==> src/rtl/universal_shift_register_pkg.sv <==
// ---------------------------------------------------------------------------
// shiftreg_pkg
//  Shared definitions for the universal shift register:
//   - MODE encodings. MODE[2]=0 matches the 194 S[1:0] encoding.
//   - FSM state encoding (IDLE / RUN).
//   - is_shift_mode(): true for the modes a multi-step run repeats.
// ---------------------------------------------------------------------------
package shiftreg_pkg;

  typedef logic [2:0] mode_t;

  localparam mode_t MODE_HOLD = 3'b000;
  localparam mode_t MODE_SHR  = 3'b001;
  localparam mode_t MODE_SHL  = 3'b010;
  localparam mode_t MODE_LOAD = 3'b011;
  localparam mode_t MODE_ROR  = 3'b100;
  localparam mode_t MODE_ROL  = 3'b101;
  localparam mode_t MODE_ASR  = 3'b110;
  localparam mode_t MODE_SCLR = 3'b111;

  localparam logic [0:0] ST_IDLE = 1'b0;
  localparam logic [0:0] ST_RUN  = 1'b1;

  // HOLD, LOAD and SCLR give the same result however often they repeat,
  // so START with those modes is a single operation.
  function automatic logic is_shift_mode(input mode_t mode);
    return (mode == MODE_SHR) || (mode == MODE_SHL) || (mode == MODE_ROR) ||
           (mode == MODE_ROL) || (mode == MODE_ASR);
  endfunction

endpackage

==> src/rtl/universal_shift_register_step.sv <==
// ---------------------------------------------------------------------------
// shift_step_comb
//  Combinational next-state of the shift register for one step.
//  Ports:
//   q      in  WIDTH  current register contents
//   mode   in  3      operation select (shiftreg_pkg MODE_*)
//   sr     in  1      serial input into the MSB for SHR
//   sl     in  1      serial input into the LSB for SHL
//   d      in  WIDTH  parallel load data
//   q_next out WIDTH  contents after one step
// ---------------------------------------------------------------------------
module shift_step_comb
  import shiftreg_pkg::*;
#(
  parameter int WIDTH = 8
) (
  input  logic [WIDTH-1:0] q,
  input  mode_t            mode,
  input  logic             sr,
  input  logic             sl,
  input  logic [WIDTH-1:0] d,
  output logic [WIDTH-1:0] q_next
);

  always_comb begin
    // NOTE: default assignment first so every path drives q_next; no latch.
    q_next = q;
    case (mode)
      MODE_HOLD: q_next = q;
      MODE_SHR:  q_next = {sr, q[WIDTH-1:1]};
      MODE_SHL:  q_next = {q[WIDTH-2:0], sl};
      MODE_LOAD: q_next = d;
      MODE_ROR:  q_next = {q[0], q[WIDTH-1:1]};
      MODE_ROL:  q_next = {q[WIDTH-2:0], q[WIDTH-1]};
      MODE_ASR:  q_next = {q[WIDTH-1], q[WIDTH-1:1]};
      MODE_SCLR: q_next = '0;
      default:   q_next = q;
    endcase
  end

endmodule

==> src/rtl/universal_shift_register.sv <==
// ---------------------------------------------------------------------------
// universal_shift_register
//  Parametrised 194-style universal shift register with a multi-step engine.
//  With START low, MODE is applied on every rising edge. START with a shift
//  or rotate mode runs AMOUNT steps on consecutive edges (BUSY while more
//  steps remain, one-cycle DONE with the final result).
//  Ports:
//   CLOCK     in   1      rising-edge clock
//   CLEAR     in   1      asynchronous active-low reset; aborts a run
//   START     in   1      request a multi-step operation (ignored when BUSY)
//   MODE      in   3      operation select (shiftreg_pkg MODE_*)
//   AMOUNT    in   CNT_W  number of steps for START
//   SR / SL   in   1      serial inputs for SHR / SHL (sampled live in a run)
//   D         in   WIDTH  parallel load data
//   Q         out  WIDTH  register contents
//   SER_OUT_R out  1      Q[0]
//   SER_OUT_L out  1      Q[WIDTH-1]
//   BUSY      out  1      multi-step run in progress
//   DONE      out  1      one-cycle completion pulse
// ---------------------------------------------------------------------------
module universal_shift_register
  import shiftreg_pkg::*;
#(
  parameter  int WIDTH = 8,
  localparam int CNT_W = $clog2(WIDTH + 1)
) (
  input  logic             CLOCK,
  input  logic             CLEAR,
  input  logic             START,
  input  logic [2:0]       MODE,
  input  logic [CNT_W-1:0] AMOUNT,
  input  logic             SR,
  input  logic             SL,
  input  logic [WIDTH-1:0] D,
  output logic [WIDTH-1:0] Q,
  output logic             SER_OUT_R,
  output logic             SER_OUT_L,
  output logic             BUSY,
  output logic             DONE
);

  logic [0:0]       state;
  logic [CNT_W-1:0] cnt;       // steps still to run after the current edge
  mode_t            run_mode;  // mode captured when a run is accepted
  mode_t            step_mode;
  logic [WIDTH-1:0] q_next;
  logic             accept_shift;

  assign accept_shift = (state == ST_IDLE) && START && is_shift_mode(MODE);

  // In RUN the captured mode drives every step. A shift START with
  // AMOUNT=0 must leave Q alone, so it is steered to HOLD.
  always_comb begin
    step_mode = MODE;
    if (state == ST_RUN) begin
      step_mode = run_mode;
    end else if (accept_shift && (AMOUNT == '0)) begin
      step_mode = MODE_HOLD;
    end
  end

  shift_step_comb #(
    .WIDTH (WIDTH)
  ) u_step (
    .q      (Q),
    .mode   (step_mode),
    .sr     (SR),
    .sl     (SL),
    .d      (D),
    .q_next (q_next)
  );

  // NOTE: sequential state uses non-blocking assignments only, so every
  // register samples pre-edge values regardless of statement order.
  always_ff @(posedge CLOCK or negedge CLEAR) begin
    if (!CLEAR) begin
      state    <= ST_IDLE;
      cnt      <= '0;
      run_mode <= MODE_HOLD;
      Q        <= '0;
      BUSY     <= 1'b0;
      DONE     <= 1'b0;
    end else begin
      Q <= q_next;
      if (state == ST_IDLE) begin
        // Any accepted START finishes at this edge unless more steps remain.
        DONE <= START;
        if (accept_shift && (AMOUNT > CNT_W'(1))) begin
          state    <= ST_RUN;
          BUSY     <= 1'b1;
          DONE     <= 1'b0;
          cnt      <= AMOUNT - CNT_W'(1);
          run_mode <= MODE;
        end
      end else begin
        cnt  <= cnt - CNT_W'(1);
        DONE <= 1'b0;
        if (cnt == CNT_W'(1)) begin
          state <= ST_IDLE;
          BUSY  <= 1'b0;
          DONE  <= 1'b1;
        end
      end
    end
  end

  assign SER_OUT_R = Q[0];
  assign SER_OUT_L = Q[WIDTH-1];

endmodule
==> config.mk <==
export PLATFORM = sky130hd
export DESIGN_NAME = universal_shift_register
export DESIGN_NICKNAME = d
export VERILOG_FILES = /design/src/rtl/universal_shift_register_pkg.sv /design/src/rtl/universal_shift_register_step.sv /design/src/rtl/universal_shift_register.sv
export SDC_FILE = /design/constraint.sdc
export NUM_CORES = 1
export LEC_CHECK = 0
export ABC_AREA = 0
export CELL_PAD_IN_SITES_DETAIL_PLACEMENT = 1
export CELL_PAD_IN_SITES_GLOBAL_PLACEMENT = 1
export CORE_MARGIN = 3
export CORE_UTILIZATION = 30
export DETAILED_ROUTE_END_ITERATION = 7
export DONT_BUFFER_PORTS = 1
export GPL_TIMING_DRIVEN = 0
export HOLD_SLACK_MARGIN = 0.02
export PLACE_DENSITY_LB_ADDON = 0.1
export SETUP_SLACK_MARGIN = 0.2
export SYNTH_ARGS = -nofsm -noshare
export SYNTH_HDL_FRONTEND = slang
export SYNTH_HIERARCHICAL = 1
export SYNTH_SLANG_ARGS = --single-unit
==> constraint.sdc <==
create_clock -name CLOCK -period 2.1 [get_ports CLOCK]
set_input_delay 0.105 -clock CLOCK [delete_from_list [all_inputs] [get_ports CLOCK]]
set_output_delay 0.105 -clock CLOCK [all_outputs]
set_load 0.02 [all_outputs]
==> out/metrics.yaml <==
final_layout_size_suffix_gt1_share_pct: 31.6
finalHoldViolCount: 0
setup_ws_ps: 214
synth_fp_nets: 168
cp-end-kind: "register"
tritoncts: "done"
routabilityCongestion: 0.750
required_ps: 2250
diodes: 0
report.final.slew_viol_count: 0
die_h_um: 72.3
clkTransAtPathRegs_ps: 80
vias_per_cell: 5.78
synthCells: 144
overflow: 0
timing.final.crit_period_ps: 1890
maxCapViolations: 0
synth_compound_area_share_pct: 23.9
ys_seq_elements: 18
synth-simple-area-share_pct: 20.2
path_class: "register to register"
synth.mux.area_fraction_pct: 7.39
crit_path_frequent_cell: "nor2b_4"
dr.pass1.iters: 4
synth_edf_count: 0
dieArea_um2: 5230
root_buffer: "clkbuf_8"
seq_area_frac_synth_pct: 34.1
rows: 23
wire_per_inst_um: 19.0
layout_commonest_cell: "dfrtp_1"
syn_to_final_growth_pct: 23.0
crit_chain: "nor2b_4, nand4_1, nand2_1, o21ai_2, buf_6, nor2b_4, a32o_2, o32a_1"
status: "completed"
grt_max_degree: 19
synth_top_family_by_area: "compound AO/OA/AOI/OAI gates"
grt_use_total_pct: 15.9
ant_nets: 0
htreeDepth: 1
grt_setup_unrepaired: "yes"
io_pins: 32
post-route-util_pct: 39.5
cts_num_sinks: 18
synthDistinctLibCells: 48
io_buffers: 0
grt_pass1_wl_mm: 6.40
p_leak_nw: 0.691
drcViolationCount: 0
cp_max_fo: 6
nets: 183
dominantRegCellSynth: "dfrtp_1"
place_hpwl_mm: 2.80
first_iter_violations: 39
finalSetupViolations: 0
fin_crit_sh_pct: 89.8
syn_area_um2: 1320
power_density_nw_per_um2: 1920
insertion_delay_ps: 260
fmax_mhz: 530
async_reset_ff_share_pct: 100
startpoint_type: "register"
synthAdderAreaFrac_pct: 3.79
die_x_um: 72.3
coreArea_um2: 4120
via_count: 1203
holdCritPathClass: "primary input to register"
postSynthAreaPerCell_um2: 9.17
yosysWarnings: 6
critPathArrivalTime_ps: 2030
synth-xor-area-share_pct: 1.99
layout_common_cells: "18 x dfrtp_1, 17 x nand2_1, 8 x buf_4"
ir_worst_vdd_v: 0.000582
worstMarginPinSlew_ps: 914
initial_core_util_pct: 32.1
slowest_delay_ps: 420
grt_pass1_vias: 1277
dp_slack_ps: -164
routed_wl_mm: 3.96
cp_slowest_cell: "dfrtp_1"
relSlewSlack_pct: 38.9
cts_buffers: 3
antenna_found_initial: 0
clk_path_buf_depth: 2
skew_ps: 4.20
-- through the flow --
stage	hold slack (ps)	TNS, ps	area, µm²	instances	total power [mW]
after CTS	67.3	0	1530	206	2.88
after global placement	-190	-145	1380	194	2.39
after floorplan	-191	0	1320	144	2.08
after global routing	71.7	0	1620	208	3.37
final	75.4	0	1620	208	3.12
after detailed placement	-190	-229	1380	194	2.45
-- critical path, delay by kind of cell (launching register included) --
kind                   cells  cell delay, ps
and+or+nand+nor            4             560
AOI/OAI and AO/OA          3             650
DFF                        1             420
buffers and inverters      1             130
-- Yosys cell counts, drive strengths merged (2+ instances only) --
cell     instances  area (µm²)
o211ai           3        22.5
o221a            3        33.8
a221oi           2        17.5
nand3            3        15.0
ha               4        50.1
a2bb2oi          3        26.3
inv              7        26.3
o21ai            9        45.0
buf              8        76.3
nor2b            7        46.3
a31oi            2        12.5
a21o             2        15.0
nor2             6        25.0
dfrtp           18         450
nand2           17        63.8
nand2b           8        50.1
clkbuf           2        7.51
nor3             4        20.0
o22ai            6        37.5
mux2i            3        30.0
xnor2            2        17.5
mux2             6        67.6
-- repair_timing --
action	4_1_cts	5_1_grt
hold buffers	4	0
setup buffers	4	2
gates resized for setup	9	20
endpoints found under the hold margin	21	0
pin swaps	3	7
setup endpoints to repair	8	8
-- layout make-up --
type / instances / area (µm²)
Multi-Input combinational cell: 108 / 850
Buffer: 10 / 90.1
Clock buffer: 4 / 55.1
Fill cell: 484 / 2490
Timing Repair Buffer: 10 / 85.1
Sequential cell: 18 / 450
Inverter: 8 / 31.3
Tap cell: 50 / 62.6
-- cell families after synthesis --
family,count (synthesis)
buf+inv,18
flops,18
simple gates,51
mux,9
fa+ha+maj,4
compound gates,41
xor+xnor,3
-- registers in the layout, summed over array words and instances, names as in the netlist --
name,cells
state,1
BUSY,1
DONE,1
Q,8
run_mode,3
cnt,4
-- where the power goes --
group	total, mW	switching (mW)	internal [mW]
Combinational	1.95	0.984	0.963
Clock	0.297	0.130	0.167
Sequential	0.877	0.344	0.533
Total	3.12	1.46	1.66
-- layer usage --
metal	up-vias	wire length [µm]	GRT usage (%)
li1	557	-	-
met1	605	1680	19.2
met2	33	1960	26.2
met3	8	216	4.57
met4	0	102	6.89
met5	-	0	0
-- worst paths after layout --
kind                             start     endpoint  slack (ps)  cells past startpoint
setup reg to reg                 state         Q[0]         210                      8
min in group asynchronous        CLEAR       cnt[1]         420                      1
hold reg to reg            run_mode[1]  run_mode[1]         510                      1
hold / removal               AMOUNT[0]       cnt[0]          80                      2
setup / recovery                 state         Q[0]         210                      8
max in group asynchronous        CLEAR         Q[4]        1120                      1
No activity file was read; power rests on OpenSTA's default activity.
